==> src/rtl/sap_ctrl_pkg.sv <==
// Shared encodings for the SAP-style control sequencer: opcodes, T-states
// and bit positions inside the enable and strobe bundles.
package sap_ctrl_pkg;

  localparam logic [3:0] OP_LDA  = 4'b0000;
  localparam logic [3:0] OP_ADD  = 4'b0001;
  localparam logic [3:0] OP_SUB  = 4'b0010;
  localparam logic [3:0] OP_CLRA = 4'b0011;
  localparam logic [3:0] OP_NOP  = 4'b0100;
  localparam logic [3:0] OP_OUT  = 4'b1110;
  localparam logic [3:0] OP_HLT  = 4'b1111;

  localparam logic [2:0] T1 = 3'd1;
  localparam logic [2:0] T2 = 3'd2;
  localparam logic [2:0] T3 = 3'd3;
  localparam logic [2:0] T4 = 3'd4;
  localparam logic [2:0] T5 = 3'd5;
  localparam logic [2:0] T6 = 3'd6;

  localparam int STB_LATCH_MAR = 0;
  localparam int STB_LATCH_IR  = 1;
  localparam int STB_LATCH_A   = 2;
  localparam int STB_LATCH_B   = 3;
  localparam int STB_LATCH_OUT = 4;
  localparam int STB_INC_PC    = 5;
  localparam int STB_CLEAR_A   = 6;
  localparam int STB_W         = 7;

  localparam int EN_PC  = 0;
  localparam int EN_RAM = 1;
  localparam int EN_IR  = 2;
  localparam int EN_A   = 3;
  localparam int EN_ALU = 4;
  localparam int EN_W   = 5;

  typedef logic [STB_W-1:0] strobe_t;
  typedef logic [EN_W-1:0]  enable_t;

  // One decoded control word for the current (TState, Opcode).
  typedef struct packed {
    enable_t en;
    logic    sub;
    strobe_t stb;
    logic    last;
    logic    halt;
  } decode_t;

endpackage

==> src/rtl/control_sequencer_if.sv <==
// Front-panel inputs, IR opcode and datapath strobes of the control sequencer.
// master = the sequencer, slave = datapath / front panel side.
interface control_sequencer_if #(parameter int OP_W = 4);
  logic            Run;
  logic            StepMode;
  logic            StepPulse;
  logic [OP_W-1:0] Opcode;
  logic            EnablePC, EnableRAM, EnableIR, EnableA, EnableALU;
  logic            LatchMAR, LatchIR, LatchA, LatchB, LatchOut, IncPC, ClearA;
  logic            Sub;
  logic [2:0]      TState;
  logic            Halted;

  modport master (
    input  Run, StepMode, StepPulse, Opcode,
    output EnablePC, EnableRAM, EnableIR, EnableA, EnableALU,
    output LatchMAR, LatchIR, LatchA, LatchB, LatchOut, IncPC, ClearA,
    output Sub, TState, Halted
  );

  modport slave (
    output Run, StepMode, StepPulse, Opcode,
    input  EnablePC, EnableRAM, EnableIR, EnableA, EnableALU,
    input  LatchMAR, LatchIR, LatchA, LatchB, LatchOut, IncPC, ClearA,
    input  Sub, TState, Halted
  );
endinterface

==> src/rtl/step_edge_detect.sv <==
// Registers the step request every cycle and flags its rising edge, so a
// held StepPulse yields a single advance.
module step_edge_detect (
  input  logic clk,
  input  logic rst,
  input  logic pulse_i,
  output logic rise_o
);
  logic step_q, step_d;

  always_comb step_d = pulse_i;

  always_ff @(posedge clk) begin
    if (rst) step_q <= 1'b0;
    else     step_q <= step_d;
  end

  assign rise_o = pulse_i & ~step_q;
endmodule

==> src/rtl/control_sequencer.sv <==
// T-state sequencer and instruction decoder for the 4-bit bus CPU; strobes
// fire once per advanced T-state, enables follow the decode of the state.
module control_sequencer
  import sap_ctrl_pkg::*;
#(
  parameter int OP_W          = 4,
  parameter bit HALT_ON_UNDEF = 1'b0
) (
  input  logic                MainClock,
  input  logic                ClearAll,
  control_sequencer_if.master bus
);
  logic [2:0] tstate_q, tstate_d;
  logic       halted_q, halted_d;
  logic       step_rise, advance, live;
  decode_t    dec;
  enable_t    en;
  strobe_t    stb;

  step_edge_detect u_step (
    .clk    (MainClock),
    .rst    (ClearAll),
    .pulse_i(bus.StepPulse),
    .rise_o (step_rise)
  );

  assign advance = bus.Run & ~halted_q & (~bus.StepMode | step_rise);

  always_comb begin
    dec = '0;
    case (tstate_q)
      T1: begin
        dec.en[EN_PC]             = 1'b1;
        dec.stb[STB_LATCH_MAR]    = 1'b1;
      end
      T2: begin
        dec.en[EN_RAM]            = 1'b1;
        dec.stb[STB_LATCH_IR]     = 1'b1;
        dec.stb[STB_INC_PC]       = 1'b1;
      end
      T3: begin
        case (bus.Opcode)
          OP_W'(OP_LDA), OP_W'(OP_ADD), OP_W'(OP_SUB): begin
            dec.en[EN_IR]          = 1'b1;
            dec.stb[STB_LATCH_MAR] = 1'b1;
          end
          OP_W'(OP_OUT): begin
            dec.en[EN_A]           = 1'b1;
            dec.stb[STB_LATCH_OUT] = 1'b1;
            dec.last               = 1'b1;
          end
          OP_W'(OP_CLRA): begin
            dec.stb[STB_CLEAR_A]   = 1'b1;
            dec.last               = 1'b1;
          end
          OP_W'(OP_HLT): dec.halt  = 1'b1;
          OP_W'(OP_NOP): dec.last  = 1'b1;
          default: begin
            dec.halt = HALT_ON_UNDEF;
            dec.last = ~HALT_ON_UNDEF;
          end
        endcase
      end
      T4: begin
        case (bus.Opcode)
          OP_W'(OP_LDA): begin
            dec.en[EN_RAM]         = 1'b1;
            dec.stb[STB_LATCH_A]   = 1'b1;
            dec.last               = 1'b1;
          end
          OP_W'(OP_ADD), OP_W'(OP_SUB): begin
            dec.en[EN_RAM]         = 1'b1;
            dec.stb[STB_LATCH_B]   = 1'b1;
          end
          default: dec.last = 1'b1;
        endcase
      end
      T5: begin
        dec.last = 1'b1;
        if (bus.Opcode == OP_W'(OP_ADD) || bus.Opcode == OP_W'(OP_SUB)) begin
          dec.en[EN_ALU]       = 1'b1;
          dec.stb[STB_LATCH_A] = 1'b1;
          dec.sub              = (bus.Opcode == OP_W'(OP_SUB));
        end
      end
      // T6 and out-of-range codes are unreachable; recover to T1 on the next advance.
      T6:      dec.last = 1'b1;
      default: dec.last = 1'b1;
    endcase
  end

  always_comb begin
    tstate_d = tstate_q;
    halted_d = halted_q;
    if (advance) begin
      if (dec.halt)      halted_d = 1'b1;
      else if (dec.last) tstate_d = T1;
      else               tstate_d = tstate_q + 3'd1;
    end
  end

  always_ff @(posedge MainClock) begin
    if (ClearAll) begin
      tstate_q <= T1;
      halted_q <= 1'b0;
    end else begin
      tstate_q <= tstate_d;
      halted_q <= halted_d;
    end
  end

  assign live = ~ClearAll & ~halted_q;
  assign en   = dec.en & {EN_W{live}};
  assign stb  = dec.stb & {STB_W{advance & ~ClearAll}};

  assign bus.EnablePC  = en[EN_PC];
  assign bus.EnableRAM = en[EN_RAM];
  assign bus.EnableIR  = en[EN_IR];
  assign bus.EnableA   = en[EN_A];
  assign bus.EnableALU = en[EN_ALU];
  assign bus.Sub       = dec.sub & live;
  assign bus.LatchMAR  = stb[STB_LATCH_MAR];
  assign bus.LatchIR   = stb[STB_LATCH_IR];
  assign bus.LatchA    = stb[STB_LATCH_A];
  assign bus.LatchB    = stb[STB_LATCH_B];
  assign bus.LatchOut  = stb[STB_LATCH_OUT];
  assign bus.IncPC     = stb[STB_INC_PC];
  assign bus.ClearA    = stb[STB_CLEAR_A];
  assign bus.TState    = tstate_q;
  assign bus.Halted    = halted_q;
endmodule

==> src/flat_wrapper.sv <==
// flat-port wrapper written by rule: the top's interface ports become plain ports
module control_sequencer_flat import sap_ctrl_pkg::*;
#(
  parameter int OP_W          = 4,
  parameter bit HALT_ON_UNDEF = 1'b0
)
  (MainClock, ClearAll, bus_Run, bus_StepMode, bus_StepPulse, bus_Opcode, bus_EnablePC, bus_EnableRAM, bus_EnableIR, bus_EnableA, bus_EnableALU, bus_LatchMAR, bus_LatchIR, bus_LatchA, bus_LatchB, bus_LatchOut, bus_IncPC, bus_ClearA, bus_Sub, bus_TState, bus_Halted);
  control_sequencer_if #(.OP_W(OP_W)) bus_i ();
  input  logic MainClock;
  input  logic ClearAll;
  input wire logic [$bits(bus_i.Run)-1:0] bus_Run;
  input wire logic [$bits(bus_i.StepMode)-1:0] bus_StepMode;
  input wire logic [$bits(bus_i.StepPulse)-1:0] bus_StepPulse;
  input wire logic [$bits(bus_i.Opcode)-1:0] bus_Opcode;
  output wire logic [$bits(bus_i.EnablePC)-1:0] bus_EnablePC;
  output wire logic [$bits(bus_i.EnableRAM)-1:0] bus_EnableRAM;
  output wire logic [$bits(bus_i.EnableIR)-1:0] bus_EnableIR;
  output wire logic [$bits(bus_i.EnableA)-1:0] bus_EnableA;
  output wire logic [$bits(bus_i.EnableALU)-1:0] bus_EnableALU;
  output wire logic [$bits(bus_i.LatchMAR)-1:0] bus_LatchMAR;
  output wire logic [$bits(bus_i.LatchIR)-1:0] bus_LatchIR;
  output wire logic [$bits(bus_i.LatchA)-1:0] bus_LatchA;
  output wire logic [$bits(bus_i.LatchB)-1:0] bus_LatchB;
  output wire logic [$bits(bus_i.LatchOut)-1:0] bus_LatchOut;
  output wire logic [$bits(bus_i.IncPC)-1:0] bus_IncPC;
  output wire logic [$bits(bus_i.ClearA)-1:0] bus_ClearA;
  output wire logic [$bits(bus_i.Sub)-1:0] bus_Sub;
  output wire logic [$bits(bus_i.TState)-1:0] bus_TState;
  output wire logic [$bits(bus_i.Halted)-1:0] bus_Halted;
  assign bus_i.Run = bus_Run;
  assign bus_i.StepMode = bus_StepMode;
  assign bus_i.StepPulse = bus_StepPulse;
  assign bus_i.Opcode = bus_Opcode;
  assign bus_EnablePC = bus_i.EnablePC;
  assign bus_EnableRAM = bus_i.EnableRAM;
  assign bus_EnableIR = bus_i.EnableIR;
  assign bus_EnableA = bus_i.EnableA;
  assign bus_EnableALU = bus_i.EnableALU;
  assign bus_LatchMAR = bus_i.LatchMAR;
  assign bus_LatchIR = bus_i.LatchIR;
  assign bus_LatchA = bus_i.LatchA;
  assign bus_LatchB = bus_i.LatchB;
  assign bus_LatchOut = bus_i.LatchOut;
  assign bus_IncPC = bus_i.IncPC;
  assign bus_ClearA = bus_i.ClearA;
  assign bus_Sub = bus_i.Sub;
  assign bus_TState = bus_i.TState;
  assign bus_Halted = bus_i.Halted;
  control_sequencer #(.OP_W(OP_W), .HALT_ON_UNDEF(HALT_ON_UNDEF)) u_core (.MainClock(MainClock), .ClearAll(ClearAll), .bus(bus_i));
endmodule
==> config.mk <==
export PLATFORM = sky130hd
export DESIGN_NAME = control_sequencer_flat
export DESIGN_NICKNAME = d
export VERILOG_FILES = /design/src/rtl/sap_ctrl_pkg.sv /design/src/rtl/control_sequencer_if.sv /design/src/rtl/step_edge_detect.sv /design/src/rtl/control_sequencer.sv /design/src/flat_wrapper.sv
export SDC_FILE = /design/constraint.sdc
export NUM_CORES = 1
export LEC_CHECK = 0
export CAP_MARGIN = 0
export CORE_MARGIN = 3
export CORE_UTILIZATION = 42
export CTS_CLUSTER_SIZE = 8
export DETAILED_ROUTE_END_ITERATION = 8
export PLACE_DENSITY = 0.82
export SLEW_MARGIN = 40
export SYNTH_ARGS = -nofsm -noshare
export SYNTH_HDL_FRONTEND = slang
export SYNTH_SLANG_ARGS = --single-unit
==> constraint.sdc <==
create_clock -name MainClock -period 4.35 [get_ports MainClock]
set_input_delay 0.6525 -clock MainClock [delete_from_list [all_inputs] [get_ports MainClock]]
set_output_delay 0.6525 -clock MainClock [all_outputs]
set_load 0.1 [all_outputs]
Yosys cells after proc, flatten, opt, wreduce, memory -nomap -nowiden
Cells that the tools add are included.
- output and inout port bits: 17
- register bits: 5
- word-level logic and storage cells: 60
- input port bits: 9
- add/sub/neg operators: 1
- reductions and logical operators: 8
- multiplexer cells: 24
- bitwise gates (word level): 14
- equal/unequal tests: 10
- operators by type and width (kind ; count):
    $mux W1 ; 18
    $eq A4 B2 Y1 const B ; 2
    $eq A4 B4 Y1 const B ; 2
    $and A7 B7 Y7 ; 1
    $and A1 B1 Y1 ; 6
    $eq A3 B2 Y1 const B ; 2
    $eq A3 B3 Y1 const B ; 2
    $pmux W1 S2 ; 3
    $and A5 B5 Y5 ; 1
    $not A1 Y1 ; 5
    $eq A4 B1 Y1 const B ; 1
    $logic_not A4 Y1 ; 1
    $reduce_and A2 Y1 ; 2
    $reduce_or A2 Y1 ; 2
    $reduce_or A4 Y1 ; 1
    $add A3 B1 Y3 const B ; 1
    $eq A3 B1 Y1 const B ; 1
    $mux W3 ; 1
    $pmux W1 S3 ; 1
    $reduce_or A3 Y1 ; 1
    $mux W2 ; 1
    $logic_or A1 B1 Y1 ; 1
    $or A1 B1 Y1 ; 1

Longest topological paths before layout
Gate-level depths: netlist (run 1).
- depth in word-level cells: 6
- depth in mapped cells: 7
- depth with buffers taken out: 6

Cells and area by module
Synthesis (run 1) repeated with hierarchy kept, for this count alone.
- cell total of the unflattened synthesis: 58
- area total of the unflattened synthesis: 465.4 sq um
- by module, submodules not included (module ; area an instance (sq um) ; instances ; cells each):
    control_sequencer ; 417.9 ; 1 ; 55
    step_edge_detect ; 47.5 ; 1 ; 3

Worst setup path before layout (run 1)
Ideal clock, no wire load.
- path type: register to output
- start: reg u_core.tstate_q[1], in the netlist u_core.bus.TState[1]
- end: out bus_LatchOut
- cell stages (with the launch flop): 5
- slack: -0.794 ns
- path buffers: 0
- arrival time: 4.491 ns
- data required time: 3.697 ns
- path through: dfxtp_1 -> ha_1 -> ha_1 -> nand2_1 -> nor4_1
- longest elaborated chain between the ends: 3
- RTL lines (item ; line ; RTL):
    start: declaration ; control_sequencer.sv:13 ; logic [2:0] tstate_q, tstate_d;
    start signal: assignment ; control_sequencer.sv:107 ; tstate_q <= tstate_d;
    $eq A3 B2 Y1 ; control_sequencer.sv:31 ; case (tstate_q)
    $mux W1 ; control_sequencer.sv:31 ;
    $and A7 B7 Y7 ; control_sequencer.sv:114 ; assign stb = dec.stb & {STB_W{advance & ~ClearAll}};
    end: declaration ; flat_wrapper.sv:24 ; output wire logic [$bits(bus_i.LatchOut)-1:0] bus_LatchOut;
No other way between the ends.

Worst setup path after layout (run 1)
- start: in bus_Opcode[0]
- end: out bus_LatchA
- longest elaborated chain between the ends: 5
- elaborated cells between the ends (all ways): 8
- classes of those cells: eq/ne (2); mux (3); bitwise (1); reduce/logical (2)
- RTL lines (item ; line ; RTL):
    start: declaration ; flat_wrapper.sv:14 ; input wire logic [$bits(bus_i.Opcode)-1:0] bus_Opcode;
    $eq A4 B1 Y1 / $eq A4 B2 Y1 (equally long branches) ; control_sequencer.sv:80 ; if (bus.Opcode == OP_W'(OP_ADD) || bus.Opcode == OP_W'(OP_SUB)) begin
    $logic_or A1 B1 Y1 ; control_sequencer.sv:80 ;
    $mux W1 ; control_sequencer.sv:80 ;
    $pmux W1 S2 (*) ; control_sequencer.sv:31 ;
    $and A7 B7 Y7 (*) ; control_sequencer.sv:114 ;
    end: declaration ; flat_wrapper.sv:22 ; output wire logic [$bits(bus_i.LatchA)-1:0] bus_LatchA;
Mark *: on every way between the ends. The rest lies on a longest branch, timed or not.

==> summary.md, run 1 <==
| Metric | Value |
|---|---|
| Outcome | completed |
| Antenna viol nets, final | 0 |
| Clock Latency Late Sink | roughly 0.25 ns |
| Worst setup margin | between 1 and 1.5 ns |
| Layout Cells excl Fill | between 100 and 150 |
| Setup bufs post-CTS | 0 |
| Final Setup Violations | 0 |
| CP Launch Type | input port |
| CTS tree | yes |
| Via/cell ratio | between 5 and 6 |
| Row cnt | 12 |
| WP data required | around 3.7 ns |
| IO Pins | 26 |
| DR vias | approximately 600 |
| Die Wd | around 42 µm |
| Design area | ~770 µm² |
| Initial antenna violation count | 0 |
| Num CTS Buffers | 3 |
| Hold crit path type | reg2reg |
| Longest Clk Path Bufs | 2 |
| Fin crit period | 2.93 ns |
| 1st-iter DRT viols | 4 |
| Number of hold buffers added after CTS | 0 |
| Peak VDD IR | 0.288 mV |
| Drt total wl | between 1 and 1.5 mm |
| Worst-path maximum fanout | 8 |
| Fmax | around 340 MHz |
| Largest net degree at the start of global routing | 11 |
| Placed Area | roughly 740 µm² |
| HPWL after DPL | between 1 and 1.5 mm |
| Final Max Tran Viols | 0 |
| RSZ-0062 raised after global routing | no |
| Layout Nets | ~110 |
| Number of global-route vias before repair | 564 |
| Synth warn | 0 |
| Routability Congestion | around 0.79 |
| Fillers | approximately 120 |
| WL/cell | approximately 13 µm |
| WS Path Type | in2out |
| Total nets after synthesis | between 80 and 90 |
| Area Overhead vs Synth | 39.8% |
| Remaining DRCs | 0 |
| DR pass1 iterations | 4 |
| GRT Util Overall | between 10% and 20% |
| FF+latch count, synth | 5 |
| Die area | between 0.0015 and 0.002 mm² |
| Synth Instances | slightly above 70 |
| Global-route wire length before repair | approximately 2.5 mm |
| Port buffer count | 25 |
| CORE AREA | between 0.001 and 0.0015 mm² |
| Relative slew slack | roughly 62% |
| CTS root buf | clkbuf_4 |
| Final Hold Vio Count | 0 |
| Placed cells | ~110 |
| Dpl ws | 1.42 ns |
| Setup tns final | 0 ns |
| Post-CTS resize count | 0 |
| Die Height | 42.2 µm |
| Unique masters post-synth | 31 |
| PwrDens | approximately 320 mW/mm² |
| Starting density of the core | between 40% and 50% |
| MaxCap Viol Count | 0 |
| Worst Max-Slew Pin Slew | 0.566 ns |
| H-tree depth | 1 |
| Tcrit/Tclk final | 67.4% |
| Leakage | between 0.3 and 0.4 nW |
| Hold WS | approximately 0.56 ns |
| Diodes inserted | 0 |
| Worst Path Arrival | around 2.3 ns |
| Synth Cell Area | approximately 550 µm² |
| Share of layout cells above drive strength 1 | a little under a third |
| Sequential area share after synthesis | a little under a fifth |
| Post-route clock skew | 0.0109 ns |
| CTS clock-pin slew for the worst setup and hold paths | 0.05 ns |
| Post-synthesis average cell area | 7.75 µm² |
| Clk sink count | 5 |
| Grt total ovfl | 0 |
| Setup crit end kind | output pin |
## sequential cells by signal, indices dropped and copies added (netlist names)
| name | flops |
|---|---|
| u_core.bus.TState | 3 |
| u_core.u_step.step_q | 1 |
| u_core.bus.Halted | 1 |
## layer usage
metal / GRT usage (%) / up-vias / share of wire (%)
li1: - / 305 / -
met1: 21.1 / 259 / 44
met2: 29.5 / 19 / 47
met3: 3.86 / 4 / 6.3
met4: 13.0 / 0 / 3.0
met5: 0 / - / 0
## per-stage QoR
step | power (mW) | util (%)
floorplan | 0.164 | -
global placement | 0.193 | 65.2
detailed placement | 0.190 | 63.5
CTS | 0.248 | 65.7
global route | 0.261 | 65.7
finish | 0.245 | 65.7
## synth_stat cells
| library cell | instances | area, µm² |
|---|---|---|
| a32oi_1 | 1 | 8.76 |
| nand2_1 | 7 | 26.3 |
| buf_6 | 3 | 33.8 |
| nor2b_4 | 1 | 13.8 |
| o21ai_1 | 2 | 10.0 |
| buf_4 | 1 | 7.51 |
| o31a_1 | 1 | 8.76 |
| o21a_1 | 2 | 15.0 |
| nor2b_1 | 1 | 6.26 |
| o21ai_0 | 1 | 5.00 |
| xor2_1 | 1 | 8.76 |
| a31oi_4 | 1 | 21.3 |
| a32o_1 | 2 | 20.0 |
| nand2_2 | 1 | 6.26 |
| o211ai_1 | 1 | 7.51 |
| nor4_1 | 4 | 25.0 |
| a211o_1 | 1 | 8.76 |
| nor3_2 | 1 | 10.0 |
| nor3_1 | 3 | 15.0 |
| nor2_2 | 1 | 6.26 |
| or2_1 | 1 | 6.26 |
| dfxtp_1 | 5 | 100 |
| clkinv_1 | 1 | 3.75 |
| nand3_1 | 4 | 20.0 |
| a21oi_1 | 3 | 15.0 |
| ha_1 | 5 | 62.6 |
| mux2_4 | 1 | 15.0 |
| and2_1 | 1 | 6.26 |
| inv_1 | 4 | 15.0 |
| and3_1 | 2 | 12.5 |
| nor2_1 | 8 | 30.0 |
## where the power goes
part           internal, mW  total (mW)  switching [mW]
clock network        0.0348      0.0560          0.0212
logic                0.0380       0.133          0.0948
registers            0.0505      0.0565         0.00603
## final cells by class
type | instances | area [µm²] | area share, %
multi-input cells | 57 | 409 | 53.2
repair buffers | 25 | 198 | 25.7
flip-flops and latches | 5 | 100 | 13.0
clock buffers | 4 | 26.3 | 3.41
inverters | 5 | 18.8 | 2.44
well taps | 14 | 17.5 | 2.28
## logic make-up after synthesis
| logic type | after synthesis | synth area share, % |
|---|---|---|
| AO/OA/AOI/OAI | 15 | 21.8 |
| XOR/XNOR | 1 | 1.59 |
| adder cells (fa/ha/maj) | 5 | 11.4 |
| buffers and inverters | 9 | 10.9 |
| flip-flops | 5 | 18.2 |
| multiplexers | 1 | 2.73 |
| AND/OR/NAND/NOR | 35 | 33.4 |
## placed cells by master, fill, tap and decap left out, types with 2 or more instances in the layout
| master | count |
|---|---|
| buf_4 | 13 |
| nor2_1 | 8 |
| clkdlybuf4s50_1 | 8 |
| nand2_1 | 7 |
| ha_1 | 5 |
| dfxtp_1 | 5 |
| inv_1 | 4 |
| nand3_1 | 4 |
| buf_2 | 4 |
| nor3_1 | 3 |
| a21oi_1 | 3 |
| nor4_2 | 3 |
| clkbuf_4 | 3 |
| and3_1 | 2 |
| o21ai_1 | 2 |
| o21a_1 | 2 |
| a32o_1 | 2 |
## worst max-delay path: stages
cell and delay, ns:
clkdlybuf4s50_1 0.65, xor2_1 0.21, nand2_2 0.11, nor3_2 0.21, o21a_1 0.16, buf_4 0.28
## path summary, 6_finish.rpt
kind                                           start                   end  slack (ns)  cells past startpoint
worst min-delay path               u_core.bus.Halted     u_core.bus.Halted        0.56                      2
worst max-delay path                   bus_Opcode[0]            bus_LatchA        1.42                      6
worst min register to register     u_core.bus.Halted     u_core.bus.Halted        0.56                      2
worst max register to register  u_core.bus.TState[2]  u_core.bus.TState[1]        2.54                      6
Note: power is estimated with default switching activity, not from simulation.
==> run 2: changes to the inputs <==
--- a/config.mk
+++ b/config.mk
@@ -7,10 +7,10 @@
 export LEC_CHECK = 0
 export CAP_MARGIN = 0
 export CORE_MARGIN = 3
-export CORE_UTILIZATION = 42
+export CORE_UTILIZATION = 39
 export CTS_CLUSTER_SIZE = 8
 export DETAILED_ROUTE_END_ITERATION = 8
-export PLACE_DENSITY = 0.82
+export PLACE_DENSITY = 0.77
 export SLEW_MARGIN = 40
 export SYNTH_ARGS = -nofsm -noshare
 export SYNTH_HDL_FRONTEND = slang
==> constraint.sdc (replaced) <==
create_clock -name MainClock -period 2.7 [get_ports MainClock]
set_input_delay 0.405 -clock MainClock [delete_from_list [all_inputs] [get_ports MainClock]]
set_output_delay 0.405 -clock MainClock [all_outputs]
set_load 0.1 [all_outputs]
==> summary.md, run 2 (synthesized netlist as in run 1, its figures left out) <==
| Metric | Value |
|---|---|
| Fmax | roughly 410 MHz |
| Grt total ovfl | 0 (unchanged) |
| WL/cell | 14.8 µm (+12%) |
| Post-CTS resize count | 0 (unchanged) |
| Drt total wl | 1.65 mm (+14%) |
| Hold depth | 1 (-1) |
| Worst Path Arrival | 2.04 ns (-0.24 ns) |
| RSZ-0062 raised after global routing | no |
| Num CTS Buffers | 3 (unchanged) |
| Peak VDD IR | 0.485 mV (+68%) |
| Via/cell ratio | 5.77 (+8.1%) |
| MaxCap Viol Count | 0 (unchanged) |
| Global-route wire length before repair | 2.65 mm (+7.2%) |
| Leakage | 0.402 nW (+23%) |
| Post-route clock skew | 0.00260 ns (-0.00833 ns) |
| Placed Area | 0.00102 mm² (+37%) |
| Diodes inserted | 0 (unchanged) |
| DR pass1 iterations | 4 (unchanged) |
| Port buffer count | 25 (unchanged) |
| Fin crit period | roughly 2.4 ns |
| CTS tree | yes |
| WS Path Type | in2out |
| 1st-iter DRT viols | 22 (+18) |
| Crit path cell chain | clkdlybuf4s50_1, nor2_2, o211ai_1, buf_4, nor4_4, buf_12 |
| Commonest non-fill, non-tap cell in the layout | buf_12 |
| Clock Latency Late Sink | 0.24 ns (about the same) |
| Clk sink count | 5 (unchanged) |
| Layout Nets | 113 (+1.8%) |
| CTS root buf | clkbuf_4 |
| Hold crit path type | reg2reg |
| DR vias | 646 (+10%) |
| Final Setup Violations | 0 (unchanged) |
| Tcrit/Tclk final | 90.6% |
| Initial antenna violation count | 0 (unchanged) |
| CP max stage cell | clkdlybuf4s50_1 |
| Die Wd | 43.6 µm (+3.2%) |
| Setup tns final | 0 ns (unchanged) |
| Worst-path maximum fanout | 5 (-3) |
| Die Height | 43.6 µm (+3.2%) |
| IO Pins | 26 (unchanged) |
| Share of layout cells above drive strength 1 | 42.9% (+13 points) |
| Number of global-route vias before repair | 614 (+8.9%) |
| Max incr delay on CP | 0.48 ns (-0.17 ns) |
| CORE AREA | 0.00122 mm² (+3.8%) |
| Hold endpoint | u_core.bus.TState[1] |
| Area Overhead vs Synth | 89.3% |
| HPWL after DPL | 1.43 mm (+19%) |
| Most frequent cells in the layout | 13 x buf_12, 8 x clkdlybuf4s50_1, 7 x nand2_1 |
| Starting density of the core | 45.3% (-1.7 points) |
| PwrDens | 418 mW/mm² (+31%) |
| Row cnt | 12 (unchanged) |
| Final Max Tran Viols | 0 (unchanged) |
| FF-to-FF End | u_core.bus.TState[2] |
| Setup crit end kind | output pin |
| H-tree depth | 1 (unchanged) |
| Cell count of the worst reg-to-reg path | 6 (unchanged) |
| Design area | 0.00104 mm² (+35%) |
| Worst R2R Setup Slack | 0.97 ns (-1.57 ns) |
| Longest Clk Path Bufs | 2 (unchanged) |
| Worst Max-Slew Pin Slew | 0.430 ns (-0.136 ns) |
| Final Hold Vio Count | 0 (unchanged) |
| Routability Congestion | 0.784 (-0.24%) |
| WP data required | 2.30 ns (-1.40 ns) |
| GRT Util Overall | 18.1% (-0.19 points) |
| CP Launch Type | input port |
| Remaining DRCs | 0 (unchanged) |
| Largest net degree at the start of global routing | 11 (unchanged) |
| Setup bufs post-CTS | 0 (unchanged) |
| Min-delay src | u_core.bus.TState[1] |
| Origin of the critical flop-to-flop path | u_core.bus.TState[2] |
| Die area | 0.00190 mm² (+6.6%) |
| CTS clock-pin slew for the worst setup and hold paths | 0.04 ns (about the same) |
| Number of hold buffers added after CTS | 0 (unchanged) |
| Max FFs per register | 3 (unchanged) |
| Outcome | completed |
| Relative slew slack | 71.0% (+9.0 points) |
| Antenna viol nets, final | 0 (unchanged) |
| Post-layout util | 85.7% (+20 points) |
-- run 2: layer usage --
| layer | global-route usage [%] | vias to the layer above | routed length [µm] |
|---|---|---|---|
| met1 | 19.5 | 304 | 626 |
| met5 | 0 | - | 0 |
| met2 | 33.4 | 29 | 888 |
| met4 | 10.2 | 0 | 24 |
| met3 | 2.07 | 2 | 115 |
| li1 | - | 311 | - |
-- run 2: final cells by class --
| class | instances | area, µm² |
|---|---|---|
| Clock buffer | 4 | 26.3 |
| Tap cell | 14 | 17.5 |
| Inverter | 5 | 18.8 |
| Sequential cell | 5 | 110 |
| Fill cell | 64 | 174 |
| Timing Repair Buffer | 27 | 385 |
| Multi-Input combinational cell | 57 | 484 |
-- run 2: critical path, delay by kind of cell --
family                 cells  cell delay, ns
buffers and inverters      3            0.92
and+or+nand+nor            2            0.48
AOI/OAI and AO/OA          1            0.23
-- run 2: stage by stage --
stage                     setup WS (ns)  cells  hold slack, ns  power [mW]
final                             0.253    112           0.509       0.435
after global routing              0.166    112           0.531       0.457
after CTS                         0.261    112           0.509       0.439
after detailed placement          0.250    108           0.500       0.351
after global placement            0.307    108           0.498       0.347
after floorplan                 -0.0471     71           0.470       0.279
-- run 2: worst max path at each step --
stage                      startpoint  depth (start not counted)            to
floorplan           u_core.bus.Halted                          3    bus_LatchB
global placement        bus_Opcode[3]                          6    bus_LatchA
detailed placement           ClearAll                          6  bus_LatchMAR
CTS                          ClearAll                          6  bus_LatchMAR
global route                 ClearAll                          6  bus_LatchMAR
finish                       ClearAll                          6  bus_LatchMAR
-- run 2: where the power goes --
part	leakage [nW]	switching (mW)	internal [mW]
registers	0.0427	0.0108	0.0837
logic	0.344	0.172	0.0845
clock network	0.0150	0.0286	0.0557
==> run 3: changes to the inputs <==
==> constraint.sdc (replaced) <==
create_clock -name MainClock -period 2.7 [get_ports MainClock]
set_input_delay 0.27 -clock MainClock [delete_from_list [all_inputs] [get_ports MainClock]]
set_output_delay 0.27 -clock MainClock [all_outputs]
set_load 0.1 [all_outputs]
==> summary.md, run 3 (synthesized netlist as in run 1, its figures left out) <==
| Metric | Value |
|---|---|
| Crit path cell chain | clkdlybuf4s50_1, xor2_1, nand2_2, nor3_4, o21a_4, buf_12 |
| Fin crit period | 2.27 ns (-0.179 ns) |
| CP max stage cell | clkdlybuf4s50_1 |
| Tcrit/Tclk final | 84.0% (-6.6 points) |
| Global-route wire length before repair | 2.59 mm (-2.3%) |
| CP Launch Type | input port |
| Placed Area | 987 µm² (-2.8%) |
| Hold crit path type | reg2reg |
| H-tree depth | 1 (unchanged) |
| Fmax | 441 MHz (+7.9%) |
| CORE AREA | 0.00122 mm² (unchanged) |
| Grt peak-use layer | met2 |
| WS Path Type | in2out |
| Commonest non-fill, non-tap cell in the layout | buf_12 |
| PwrDens | 415 mW/mm² (-0.56%) |
| Combinational share of power | 57.6% (-1.3 points) |
| Reg area | 104 µm² (-5.7%) |
| Layout Nets | 112 (-0.88%) |
| HPWL after DPL | 1.25 mm (-13%) |
| Clk sink count | 5 (unchanged) |
| Switching part of the total | 49.2% (+0.68 points) |
| Largest net degree at the start of global routing | 11 (unchanged) |
| Worst Path Arrival | 2.00 ns (-0.04 ns) |
| Diodes inserted | 0 (unchanged) |
| Fillers | 71 (+11%) |
| DR pass1 iterations | 5 (+1) |
| Relative slew slack | 64.1% (-6.9 points) |
| Starting density of the core | 45.3% (unchanged) |
| Die area | 0.00190 mm² (unchanged) |
| Number of global-route vias before repair | 584 (-4.9%) |
| Number of hold buffers added after CTS | 0 (unchanged) |
| Most frequent cells in the layout | 12 x buf_12, 8 x clkdlybuf4s50_1, 7 x nand2_1 |
| Post-layout util | 83.3% (-2.4 points) |
| Port buffer count | 25 (unchanged) |
| CTS clock-pin slew for the worst setup and hold paths | 0.04 ns (about the same) |
| RSZ-0062 raised after global routing | no |
| Share of layout cells above drive strength 1 | 41.2% (-1.6 points) |
| CTS tree | yes |
| Longest Clk Path Bufs | 2 (unchanged) |
| GR Util met1 | 20.5% (+1.0 points) |
| P_int | 0.214 mW (-4.6%) |
| Post-CTS resize count | 0 (unchanged) |
| Area Overhead vs Synth | 84.1% |
| Post-route clock skew | 0.00360 ns (+0.00100 ns) |
| Final Max Tran Viols | 0 (unchanged) |
| Final Setup Violations | 0 (unchanged) |
| GRT Util Overall | 17.6% (-0.49 points) |
| Grt total ovfl | 0 (unchanged) |
| Remaining DRCs | 0 (unchanged) |
| Routability Congestion | 0.941 (+20%) |
| DR vias | 626 (-3.1%) |
| Worst-path maximum fanout | 8 (+3) |
| Setup bufs post-CTS | 0 (unchanged) |
| Outcome | completed |
| Worst Max-Slew Pin Slew | 0.536 ns (+0.105 ns) |
| 1st-iter DRT viols | 20 (-9.1%) |
| Worst setup margin | 0.432 ns (+0.179 ns) |
| Clock Latency Late Sink | 0.24 ns (about the same) |
| WL/cell | 14.0 µm (-5.4%) |
| Num CTS Buffers | 3 (unchanged) |
| Die Height | 43.6 µm (unchanged) |
| MaxCap Viol Count | 0 (unchanged) |
| Flop pwr share | 22.2% (+0.5 points) |
| Peak VDD IR | 0.537 mV (+11%) |
| Design area | 0.00101 mm² (-2.8%) |
| Setup crit end kind | output pin |
| CTS root buf | clkbuf_4 |
| NetSw | 0.207 mW (-2.0%) |
| Met3 usage | 6.22% (+4.1 points) |
| Die Wd | 43.6 µm (unchanged) |
| Clock power frac | 20.1% (+0.7 points) |
| Leakage | 0.391 nW (-2.5%) |
| M2 GR Usage | 30.8% (-2.6 points) |
| Row cnt | 12 (unchanged) |
| Area of the multi-input gates | 484 µm² (unchanged) |
| IO Pins | 26 (unchanged) |
| Max incr delay on CP | 0.73 ns (+0.25 ns) |
| Max FFs per register | 3 (unchanged) |
| Via/cell ratio | 5.64 (-2.2%) |
| Initial antenna violation count | 0 (unchanged) |
| Final Hold Vio Count | 0 (unchanged) |
| Dpl ws | 0.453 ns (+0.203 ns) |
| Drt total wl | 1.55 mm (-6.2%) |
| Post-route total power | 0.421 mW (-3.3%) |
| Antenna viol nets, final | 0 (unchanged) |
| Hold WS | 0.526 ns (+0.0170 ns) |
| WP data required | 2.43 ns (+0.13 ns) |
-- run 3: cell count changes in the layout (fill, tap and decap cells not counted), sizes merged --
cell	delta
buf	-1
-- run 3: worst max-delay path, delay by kind of cell --
kind            cells  cell delay [ns]
buf+inv             2             0.89
simple gates        2             0.43
xor+xnor            1             0.21
compound gates      1             0.19
-- run 3: metrics by stage --
stage	instances	setup TNS (ns)
finish	111	0
global placement	106	0
floorplan	71	-0.158
detailed placement	107	0
global route	111	0
CTS	111	0
-- run 3: power groups by stage --
stage	combinational [mW]	sequential (mW)	clock, mW
2_1_floorplan	0.141	0.137	0
3_3_place_gp	0.238	0.0943	0
3_5_place_dp	0.240	0.0947	0
4_1_cts	0.243	0.0936	0.0881
5_1_grt	0.256	0.0950	0.0969
6_report	0.243	0.0936	0.0847
-- run 3: path summary, 6_finish.rpt --
path,end,startpoint,slack [ns],cells after the start
setup / recovery,bus_LatchA,bus_Opcode[0],0.43,6
hold / removal,u_core.bus.TState[1],u_core.bus.TState[1],0.53,1
setup reg to reg,u_core.bus.TState[1],u_core.bus.TState[2],0.95,6
hold reg to reg,u_core.bus.TState[1],u_core.bus.TState[1],0.53,1
-- run 3: layout make-up --
type | count | area share (%)
clock buffer | 4 | 2.59
timing repair buffer | 26 | 35.8
sequential | 5 | 10.2
multi-input combinational | 57 | 47.8
tap | 14 | 1.73
inverter | 5 | 1.85
-- run 3: per-layer routing --
layer	share of wire, %	routed length, µm	vias up
met3	6.1	94	2
met1	42	653	286
met5	0	0	-
met4	0.19	3	0
li1	-	-	305
met2	52	800	33
